$ cat config.mk
export PLATFORM = sky130hd
export DESIGN_NAME = color_interp_pipe
export DESIGN_NICKNAME = d
export VERILOG_FILES = /design/src/rtl/gfx_pkg.sv /design/src/rtl/color_interp_lane.sv /design/src/rtl/color_interp_pipe.sv
export SDC_FILE = /design/constraint.sdc
export NUM_CORES = 2
export LEC_CHECK = 0
export BUFFER_PORTS_ARGS = -buffer_cell sky130_fd_sc_hd__buf_2
export CAP_MARGIN = 30
export CORE_ASPECT_RATIO = 1.2
export CORE_UTILIZATION = 55
export CTS_BUF_LIST = sky130_fd_sc_hd__clkbuf_4
export CTS_CLUSTER_SIZE = 25
export DETAILED_ROUTE_END_ITERATION = 10
export GPL_ROUTABILITY_DRIVEN = 0
export PLACE_DENSITY = 0.72
export SETUP_SLACK_MARGIN = 0.02
export SKIP_LAST_GASP = 1
export SLEW_MARGIN = 20
export SYNTH_ARGS = -nofsm -noshare
export SYNTH_HDL_FRONTEND = slang
export SYNTH_SLANG_ARGS = --single-unit
$ cat constraint.sdc
create_clock -name clk -period 6 [get_ports clk]
set_clock_uncertainty 0.05 [all_clocks]
set_input_delay 1.5 -clock clk [delete_from_list [all_inputs] [get_ports clk]]
set_output_delay 1.5 -clock clk [all_outputs]
set_load 0.01 [all_outputs]
$ cat src/rtl/gfx_pkg.sv
// gfx_pkg
// Shared constants and helpers for the rasteriser fragment-colour path.
//   NUM_CH / CH_W / W_FRAC : default channel count, channel width and
//                            weight fraction bits of the colour datapath.
//   weight_t               : unsigned Q1.W_FRAC barycentric weight.
//   ch_sel(bus, i)         : extracts channel i from a packed colour bus of
//                            the default geometry.
package gfx_pkg;

    localparam int NUM_CH = 3;
    localparam int CH_W   = 8;
    localparam int W_FRAC = 16;

    typedef logic [W_FRAC:0] weight_t;

    // Channel i lives at bits [i*CH_W +: CH_W] of every colour bus.
    function automatic logic [CH_W-1:0] ch_sel(input logic [NUM_CH*CH_W-1:0] bus,
                                               input int                      i);
        return bus[i*CH_W +: CH_W];
    endfunction

endpackage

$ cat src/rtl/color_interp_lane.sv
// color_interp_lane
// One colour channel of the barycentric interpolator: three weighted
// products (S1), their sum (S2), then round / shift / saturate (S3).
// Holds no valid state; the parent decides when each stage may load.
// Ports:
//   clk, rst_n        : clock, asynchronous active-low reset
//   en_i[2:0]         : load enables for S1, S2, S3 respectively
//   col_a_i..col_c_i  : vertex channel values
//   w_a_i..w_c_i      : Q1.W_FRAC weights
//   col_o             : registered interpolated channel
//   sat_o             : registered flag, channel was clamped
module color_interp_lane #(
    parameter int CH_W   = gfx_pkg::CH_W,
    parameter int W_FRAC = gfx_pkg::W_FRAC,
    parameter int ROUND  = 1
) (
    input  logic              clk,
    input  logic              rst_n,
    input  logic [2:0]        en_i,
    input  logic [CH_W-1:0]   col_a_i,
    input  logic [CH_W-1:0]   col_b_i,
    input  logic [CH_W-1:0]   col_c_i,
    input  logic [W_FRAC:0]   w_a_i,
    input  logic [W_FRAC:0]   w_b_i,
    input  logic [W_FRAC:0]   w_c_i,
    output logic [CH_W-1:0]   col_o,
    output logic              sat_o
);

    import gfx_pkg::*;

    // Product width holds CH_W x (W_FRAC+1) exactly; the sum gets two
    // guard bits so three maximal products never wrap; the rounding add
    // gets one more so a rounding carry on the largest sum is kept too.
    localparam int PW = CH_W + W_FRAC + 1;
    localparam int SW = CH_W + W_FRAC + 3;
    localparam int RW = SW + 1;

    localparam logic [RW-1:0] RND_ADD = (ROUND != 0) ? (RW'(1) << (W_FRAC - 1)) : '0;
    localparam logic [RW-1:0] CH_MAX  = RW'((1 << CH_W) - 1);

    logic [PW-1:0]   prod_a_d, prod_b_d, prod_c_d;
    logic [PW-1:0]   prod_a_q, prod_b_q, prod_c_q;
    logic [SW-1:0]   sum_d, sum_q;
    logic [RW-1:0]   rounded, shifted;
    logic [CH_W-1:0] col_d, col_q;
    logic            sat_d, sat_q;

    // Zero-extend both operands to the product width before multiplying.
    always_comb begin
        prod_a_d = {{(PW-CH_W){1'b0}}, col_a_i} * {{(PW-W_FRAC-1){1'b0}}, w_a_i};
        prod_b_d = {{(PW-CH_W){1'b0}}, col_b_i} * {{(PW-W_FRAC-1){1'b0}}, w_b_i};
        prod_c_d = {{(PW-CH_W){1'b0}}, col_c_i} * {{(PW-W_FRAC-1){1'b0}}, w_c_i};
        sum_d    = {2'b00, prod_a_q} + {2'b00, prod_b_q} + {2'b00, prod_c_q};
    end

    // Anything that does not fit in CH_W bits after the shift means the
    // weights summed above 1.0, so the channel is clamped to full scale.
    always_comb begin
        rounded = {1'b0, sum_q} + RND_ADD;
        shifted = rounded >> W_FRAC;
        sat_d   = (shifted > CH_MAX);
        col_d   = sat_d ? {CH_W{1'b1}} : shifted[CH_W-1:0];
    end

    always_ff @(posedge clk or negedge rst_n) begin
        if (!rst_n) begin
            prod_a_q <= '0;
            prod_b_q <= '0;
            prod_c_q <= '0;
            sum_q    <= '0;
            col_q    <= '0;
            sat_q    <= 1'b0;
        end else begin
            if (en_i[0]) begin
                prod_a_q <= prod_a_d;
                prod_b_q <= prod_b_d;
                prod_c_q <= prod_c_d;
            end
            if (en_i[1]) begin
                sum_q <= sum_d;
            end
            if (en_i[2]) begin
                col_q <= col_d;
                sat_q <= sat_d;
            end
        end
    end

    assign col_o = col_q;
    assign sat_o = sat_q;

endmodule

$ cat src/rtl/color_interp_pipe.sv
// color_interp_pipe
// Three-stage pipelined barycentric colour interpolator with valid/ready
// handshakes on both sides and a tag carried alongside each fragment.
// Ports:
//   clk, rst_n                : clock, asynchronous active-low reset
//   in_valid / in_ready       : upstream handshake
//   in_col_a/b/c              : packed vertex colours (NUM_CH x CH_W)
//   in_w_a/b/c                : Q1.W_FRAC weights
//   in_tag                    : sideband tag, passed through unchanged
//   out_valid / out_ready     : downstream handshake
//   out_col                   : interpolated colour
//   out_tag                   : tag of the fragment on out_col
//   out_sat                   : some channel of this result was clamped
module color_interp_pipe #(
    parameter int NUM_CH = gfx_pkg::NUM_CH,
    parameter int CH_W   = gfx_pkg::CH_W,
    parameter int W_FRAC = gfx_pkg::W_FRAC,
    parameter int ROUND  = 1,
    parameter int TAG_W  = 22
) (
    input  logic                   clk,
    input  logic                   rst_n,
    input  logic                   in_valid,
    output logic                   in_ready,
    input  logic [NUM_CH*CH_W-1:0] in_col_a,
    input  logic [NUM_CH*CH_W-1:0] in_col_b,
    input  logic [NUM_CH*CH_W-1:0] in_col_c,
    input  logic [W_FRAC:0]        in_w_a,
    input  logic [W_FRAC:0]        in_w_b,
    input  logic [W_FRAC:0]        in_w_c,
    input  logic [TAG_W-1:0]       in_tag,
    output logic                   out_valid,
    input  logic                   out_ready,
    output logic [NUM_CH*CH_W-1:0] out_col,
    output logic [TAG_W-1:0]       out_tag,
    output logic                   out_sat
);

    import gfx_pkg::*;

    logic             advance;
    logic             v1_q, v2_q, v3_q;
    logic [TAG_W-1:0] tag1_q, tag2_q, tag3_q;
    logic [2:0]       stage_en;
    logic [NUM_CH-1:0] lane_sat;

    // The whole pipe moves in lockstep: it only freezes when the output
    // register holds a result the consumer has not taken yet.
    assign advance  = !v3_q || out_ready;
    assign in_ready = advance;

    // A datapath stage loads only when its upstream holds a real
    // fragment, so bubbles leave the data registers untouched.
    assign stage_en = {advance && v2_q, advance && v1_q, advance && in_valid};

    // Valid bits always shift on advance so bubbles are carried, not
    // collapsed; the tag rides in step with the datapath enables.
    always_ff @(posedge clk or negedge rst_n) begin
        if (!rst_n) begin
            v1_q   <= 1'b0;
            v2_q   <= 1'b0;
            v3_q   <= 1'b0;
            tag1_q <= '0;
            tag2_q <= '0;
            tag3_q <= '0;
        end else begin
            if (advance) begin
                v1_q <= in_valid;
                v2_q <= v1_q;
                v3_q <= v2_q;
            end
            if (stage_en[0]) tag1_q <= in_tag;
            if (stage_en[1]) tag2_q <= tag1_q;
            if (stage_en[2]) tag3_q <= tag2_q;
        end
    end

    for (genvar g = 0; g < NUM_CH; g++) begin : g_lane
        color_interp_lane #(
            .CH_W   (CH_W),
            .W_FRAC (W_FRAC),
            .ROUND  (ROUND)
        ) u_lane (
            .clk     (clk),
            .rst_n   (rst_n),
            .en_i    (stage_en),
            .col_a_i (in_col_a[g*CH_W +: CH_W]),
            .col_b_i (in_col_b[g*CH_W +: CH_W]),
            .col_c_i (in_col_c[g*CH_W +: CH_W]),
            .w_a_i   (in_w_a),
            .w_b_i   (in_w_b),
            .w_c_i   (in_w_c),
            .col_o   (out_col[g*CH_W +: CH_W]),
            .sat_o   (lane_sat[g])
        );
    end

    assign out_valid = v3_q;
    assign out_tag   = tag3_q;
    assign out_sat   = |lane_sat;

endmodule

=== Yosys cells after proc, flatten, opt, wreduce, memory -nomap -nowiden ===
Index checks and enable logic that the tools add are counted.

* $lt $le $gt $ge: 3
* Multiplexer cells: 3
* $mul: 9
* $add $sub $neg: 9
* Reduce and logical (&&, ||, !) cells: 6

{| class="wikitable"
|+ Operator list
! kind !! count
|-
| 8-bit by 17-bit multiplier with 25-bit output || 9
|-
| 27-bit by 16-bit adder with 28-bit output, second input constant || 3
|-
| 27-bit by 25-bit adder with 27-bit output || 3
|-
| 25-bit by 25-bit adder with 26-bit output || 3
|-
| 12-bit by 8-bit greater-than comparator with 1-bit output, second input constant || 3
|-
| 8-bit two-way mux || 3
|-
| 1-bit logical AND || 3
|-
| 3-bit OR reduction || 1
|-
| 1-bit logical NOT || 1
|-
| 1-bit logical OR || 1
|}

* Output and inout port bits: 49
* Register bits after elaboration: 402
* Input bits: 149
* Word-level logic and storage cells: 54

=== Longest topological paths before layout ===
* Word-level depth: 3
* Mapped depth: 23
* Depth with buffers taken out: 23

=== By module ===
Synthesis repeated with hierarchy kept, for this count alone.

* Cell total of the unflattened synthesis: 5904
* Area total of the unflattened synthesis: 56870.8 µm²

{| class="wikitable"
|+ By module, submodules not included
! module !! instances !! area an instance (µm²) !! cells an instance
|-
| color_interp_lane (g_lane[0].u_lane) || 1 || 18123.6 || 1960
|-
| color_interp_lane (g_lane[1].u_lane) || 1 || 17986.0 || 1909
|-
| color_interp_lane (g_lane[2].u_lane) || 1 || 17927.2 || 1880
|-
| color_interp_pipe || 1 || 2834.0 || 155
|}

=== Least setup slack after synthesis ===
OpenSTA, ideal clock, no wires.

* Kind: input to register
* Start: in in_w_c[4]
* End: reg g_lane[1].u_lane.prod_c_q[20]
* Path buffers: 1
* Stages on the path: 18
* Slack: -0.182 ns
* Setup time: 0.129 ns
* Arrival time: 6.004 ns
* Data required time: 5.821 ns
* Path through: clkbuf_1 > nand2_1 > fa_1 > fa_1 > inv_1 > fa_1 > inv_1 > fa_1 > inv_1 > ha_1 > or3_1 > a2111o_1 > a311oi_2 > nor3_1 > or3_1 > a21oi_1 > xor2_1 > o21ai_1

* Cells in the longest elaborated chain, start to end: 1

{| class="wikitable"
|+ Ends and longest elaborated chain
! what !! line !! text
|-
| start: declaration || color_interp_pipe.sv:30 || <nowiki>input logic [W_FRAC:0] in_w_c,</nowiki>
|-
| 8-bit by 17-bit multiplier with 25-bit output || color_interp_lane.sv:53 || <nowiki>prod_c_d = {{(PW-CH_W){1'b0}}, col_c_i} * {{(PW-W_FRAC-1){1'b0}}, w_c_i};</nowiki>
|-
| end signal: assignment || color_interp_lane.sv:78 || <nowiki>prod_c_q <= prod_c_d;</nowiki>
|-
| end: declaration || color_interp_lane.sv:43 || <nowiki>logic [PW-1:0] prod_a_q, prod_b_q, prod_c_q;</nowiki>
|}

Every way passes these cells.
A chain may end at the register's enable or synchronous reset.

=== Worst setup path after layout ===
* Start: in in_w_b[4]
* End: reg g_lane[2].u_lane.prod_b_q[23]

* Cells in the longest elaborated chain, start to end: 1

{| class="wikitable"
|+ Ends and longest elaborated chain
! what !! line !! text
|-
| start: declaration || color_interp_pipe.sv:29 || <nowiki>input logic [W_FRAC:0] in_w_b,</nowiki>
|-
| 8-bit by 17-bit multiplier with 25-bit output || color_interp_lane.sv:52 || <nowiki>prod_b_d = {{(PW-CH_W){1'b0}}, col_b_i} * {{(PW-W_FRAC-1){1'b0}}, w_b_i};</nowiki>
|-
| end signal: assignment || color_interp_lane.sv:77 || <nowiki>prod_b_q <= prod_b_d;</nowiki>
|-
| end: declaration || color_interp_lane.sv:43 ||
|}

Every way passes these cells.

==> parameters.txt <==
Parameter                              Value

Run status
  Run status    finished clean

Worst setup path
  CP dominant cell by count    sky130_fd_sc_hd__fa_1
  Cell Chain, Critical Path    buf_2 -> buf_4 -> and2_1 -> fa_1 -> fa_1 -> fa_1 -> inv_1 -> fa_1 -> inv_1 -> ha_1 -> a21o_1 -> a21oi_1 -> o21ai_0 -> or4_1 -> o221ai_2 -> a21oi_2 -> o41ai_1 -> mux2i_1 -> o311ai_0
  R2R Path End    g_lane[2].u_lane.sum_q[24]
  Signal arrival time at the worst endpoint    6.33 ns
  Cell type group with the largest total delay on the critical path    adder cells
  Total number of cells along the worst setup path    19
  R2R cell count    22
  Startpoint class of the critical path    input pin
  Highest-delay cell along the critical path    sky130_fd_sc_hd__fa_1
  Endpoint kind of the worst setup timing path    flop
  Capture point of the critical path    g_lane[2].u_lane.prod_b_q[23]
  Largest stage delay on the critical path    0.49 ns
  Start of the worst register-to-register path    g_lane[2].u_lane.prod_b_q[0]
  CP startpoint    in_w_b[4]
  Reg2Reg Setup Slack    0.45 ns
  Worst Path Required    6.66 ns
  Type of the worst setup path    in2reg
  Largest fanout on the critical path    15
  Buffer and inverter count on the worst path    4

Timing
  Post-layout min period    5.66 ns
  Final total negative setup slack    0 ns
  Share of the clock period used by the worst path after layout    94.4%
  Upper clock frequency limit    177 MHz
  Minimum hold slack    0.379 ns
  Worst slew margin relative to its limit    38.1%
  Setup-violating endpoint count in the final report    0
  RSZ-0062 raised after global routing    no
  Pin slew with the least headroom to its limit    0.928 ns
  Max-slew violation count    0
  PnR worst setup slack    0.337 ns
  Number of endpoints with negative hold slack in the final report    0

Yosys
  Synth Area per Inst    8.83 um2
  Async SR Flop Fraction    100%
  Dominant cells by area after synthesis    sky130_fd_sc_hd__fa_1 29%, sky130_fd_sc_hd__dfrtp_1 16%, sky130_fd_sc_hd__ha_1 12%
  Area fraction of the dominant cell type after synthesis    28.6%
  Cell taking the most area after synthesis    sky130_fd_sc_hd__fa_1
  Count of mapped cells out of synthesis    6434
  Post-synthesis sequential area ratio    15.7%
  Mapped Area    56800 um2
  Number of synthesized flops with an enable pin    0
  Top FF cell, synth    sky130_fd_sc_hd__dfrtp_1
  Yosys synthesis warning count    0
  Syn nets    7951
  Netlist cell types    79
  Post-synthesis register bit count    357

Pwr
  Leak    33.8 nW
  Pwr/cell area    502 nW/um2
  VDD IR max    0.000430 V

Placed design
  Dpl ws    -0.602 ns
  HPWL after DPL    125 mm
  Post-Place Cells    8371
  Number of port buffers    197

Clocking
  Number of clock buffers inserted by TritonCTS    96
  Clock tree root driver cell    sky130_fd_sc_hd__clkbuf_4
  TritonCTS clock tree    yes
  Number of sinks driven by the clock tree    357
  Worst-Skew Late Latency    0.92 ns
  Number of H-tree levels    3
  Clk slew on worst S/H paths    0.06 ns
  Number of buffers between clock root and the deepest sink    3

Floorplanning
  Number of ports placed on the die boundary    198
  FP Rows    128
  Chip Width    295 um
  Chip Height    354 um
  Initial core utilization    55.7%
  Core Region    102000 um2
  Die area    105000 um2

Global route
  Via count of the first global-routing pass    48600
  Global route overflow    0
  Global-route total usage across every layer    29.6%
  Number of antenna violations at the first check in global routing    14
  Met3 track utilization from global routing    3.72%
  Largest net degree at the start of global routing    124
  Global Route met2 Usage    51.9%
  Routing layer with the top usage in global route    met2
  Grt met1 use    36.0%
  First-pass GRT wire length    246 mm

Detailed routing
  Via count    45900
  DR iter-0 viols    2458
  Iteration count of the initial detailed-routing pass    7
  Antenna viol nets, final    0
  Detail-routed net length per standard cell    17.5 um
  Average via count per standard cell    5.37
  Total DRC errors in the routed layout    0
  Routed Wire Length    150 mm

Final layout
  Register area    8930 um2
  Layout area overhead    13.9%
  Fraction of final layout cells with drive strength greater than 1    14.6%
  Layout filler cell count    8687
  Finished Layout Cells    8542
  Fin nets    8622
  Multi-input logic area    43300 um2

Hold path
  Path type of the worst min-delay path    reg2reg
  Hold path depth    2

Run
  Number of violations of the max-capacitance limit    0
worst min-delay path by stage:
| stage | from | end | slack, ns |
|---|---|---|---|
| final | tag2_q[19] | out_tag[19] | 0.38 |
| after global routing | tag2_q[18] | out_tag[18] | 0.42 |
| after CTS | tag2_q[19] | out_tag[19] | 0.36 |
| after detailed placement | tag2_q[11] | out_tag[11] | 0.39 |
| after global placement | tag2_q[2] | out_tag[2] | 0.39 |
| after floorplan | tag2_q[0] | out_tag[0] | 0.38 |
final cells by class:
cell class | count | share of cell area, %
clock inverter | 27 | 0.261
tap | 1365 | 2.64
clock buffer | 136 | 1.58
inverter | 982 | 5.69
sequential | 357 | 13.8
timing repair buffer | 827 | 9.09
antenna | 7 | 0.0271
multi-input combinational | 4841 | 66.9
repair_timing:
item                                    4_1_cts  5_1_grt
endpoints found under the setup margin        0        1
endpoints found under the hold margin         0        0
setup buffers                                 0        0
gates resized for setup                       0        1
hold buffers                                  0        0
sequential cells by signal (all words and copies together), names as in the netlist, 3 cells and up:
signal / flops
g_lane.u_lane.prod_c_q: 75
g_lane.u_lane.sum_q: 36
tag1_q: 22
g_lane.u_lane.prod_b_q: 75
g_lane.u_lane.sat_o: 3
g_lane.u_lane.col_o: 24
g_lane.u_lane.prod_a_q: 75
tag2_q: 22
out_tag: 22
worst register-to-register path, stage by stage (launching register included):
cell	delay (ns)
sky130_fd_sc_hd__dfrtp_1	0.36
sky130_fd_sc_hd__ha_1	0.20
sky130_fd_sc_hd__inv_1	0.06
sky130_fd_sc_hd__fa_1	0.40
sky130_fd_sc_hd__nor2b_1	0.13
sky130_fd_sc_hd__o21a_1	0.14
sky130_fd_sc_hd__o21ai_1	0.09
sky130_fd_sc_hd__a21oi_1	0.25
sky130_fd_sc_hd__a221oi_1	0.14
sky130_fd_sc_hd__o41ai_1	0.35
sky130_fd_sc_hd__a21o_1	0.19
sky130_fd_sc_hd__xor2_1	0.49
sky130_fd_sc_hd__ha_1	0.36
sky130_fd_sc_hd__and3_1	0.16
sky130_fd_sc_hd__a221oi_1	0.46
sky130_fd_sc_hd__nor2_1	0.10
sky130_fd_sc_hd__a211oi_1	0.28
sky130_fd_sc_hd__and2_1	0.18
sky130_fd_sc_hd__a21oi_1	0.11
sky130_fd_sc_hd__o41ai_2	0.39
sky130_fd_sc_hd__o21bai_1	0.18
sky130_fd_sc_hd__xnor2_1	0.21
sky130_fd_sc_hd__o21ai_0	0.09
through the flow:
stage | instance area [um2] | power [mW] | utilization, %
detailed placement | 63500 | 30.0 | 62.2
global placement | 63500 | 29.4 | 62.2
finish | 64700 | 32.5 | 63.4
CTS | 64700 | 32.5 | 63.4
floorplan | 56900 | 20.4 | -
global route | 64700 | 35.6 | 63.4
cell families (layout without fill, tap and decap cells):
group,after synthesis,count (layout),synth area share [%]
buffers and inverters,1236,1972,8.17
multiplexers,30,30,0.586
AND/OR/NAND/NOR,2302,2302,21.0
flip-flops,357,357,15.7
AO/OA/AOI/OAI,888,888,9.79
XOR/XNOR,253,253,3.90
adder cells (fa/ha/maj),1368,1368,40.9
other,0,7,0
report_power, final:
group	internal, mW	switching, mW	total [mW]
clock	1.09	1.10	2.19
sequential	3.51	0.976	4.48
combinational	11.6	14.2	25.8
total	16.2	16.3	32.5
placed cells by master (no fill, tap or decap), types with 44 or more instances in the layout:
master                     instances
sky130_fd_sc_hd__o31ai_1          44
sky130_fd_sc_hd__buf_2           195
sky130_fd_sc_hd__buf_4           617
sky130_fd_sc_hd__a21oi_1         212
sky130_fd_sc_hd__dfrtp_1         357
sky130_fd_sc_hd__fa_1            813
sky130_fd_sc_hd__a21o_1           90
sky130_fd_sc_hd__clkbuf_4        137
sky130_fd_sc_hd__inv_1           982
sky130_fd_sc_hd__nor2_1          177
sky130_fd_sc_hd__ha_1            553
sky130_fd_sc_hd__nor3_1           57
sky130_fd_sc_hd__nand3_1          83
sky130_fd_sc_hd__nand2_1         767
sky130_fd_sc_hd__xnor2_1         118
sky130_fd_sc_hd__o21ai_0         283
sky130_fd_sc_hd__xor2_1          135
sky130_fd_sc_hd__and2_1         1037
layer usage:
layer / wire length [um] / vias up
met1: 60500 / 22700
met2: 74900 / 1157
met4: 7230 / 16
met5: 107 / -
met3: 6990 / 391
li1: - / 21700
synth_stat cells (44+ instances only):
master / count
sky130_fd_sc_hd__and2_1: 1040
sky130_fd_sc_hd__xor2_1: 135
sky130_fd_sc_hd__dfrtp_1: 357
sky130_fd_sc_hd__a21o_1: 90
sky130_fd_sc_hd__ha_1: 555
sky130_fd_sc_hd__nand2_1: 769
sky130_fd_sc_hd__clkbuf_1: 243
sky130_fd_sc_hd__fa_1: 813
sky130_fd_sc_hd__xnor2_1: 118
sky130_fd_sc_hd__o21ai_0: 283
sky130_fd_sc_hd__nand3_1: 83
sky130_fd_sc_hd__nor3_1: 57
sky130_fd_sc_hd__inv_1: 982
sky130_fd_sc_hd__a21oi_1: 213
sky130_fd_sc_hd__o31ai_1: 44
sky130_fd_sc_hd__nor2_1: 178
No activity file was read; power rests on OpenSTA's default activity.
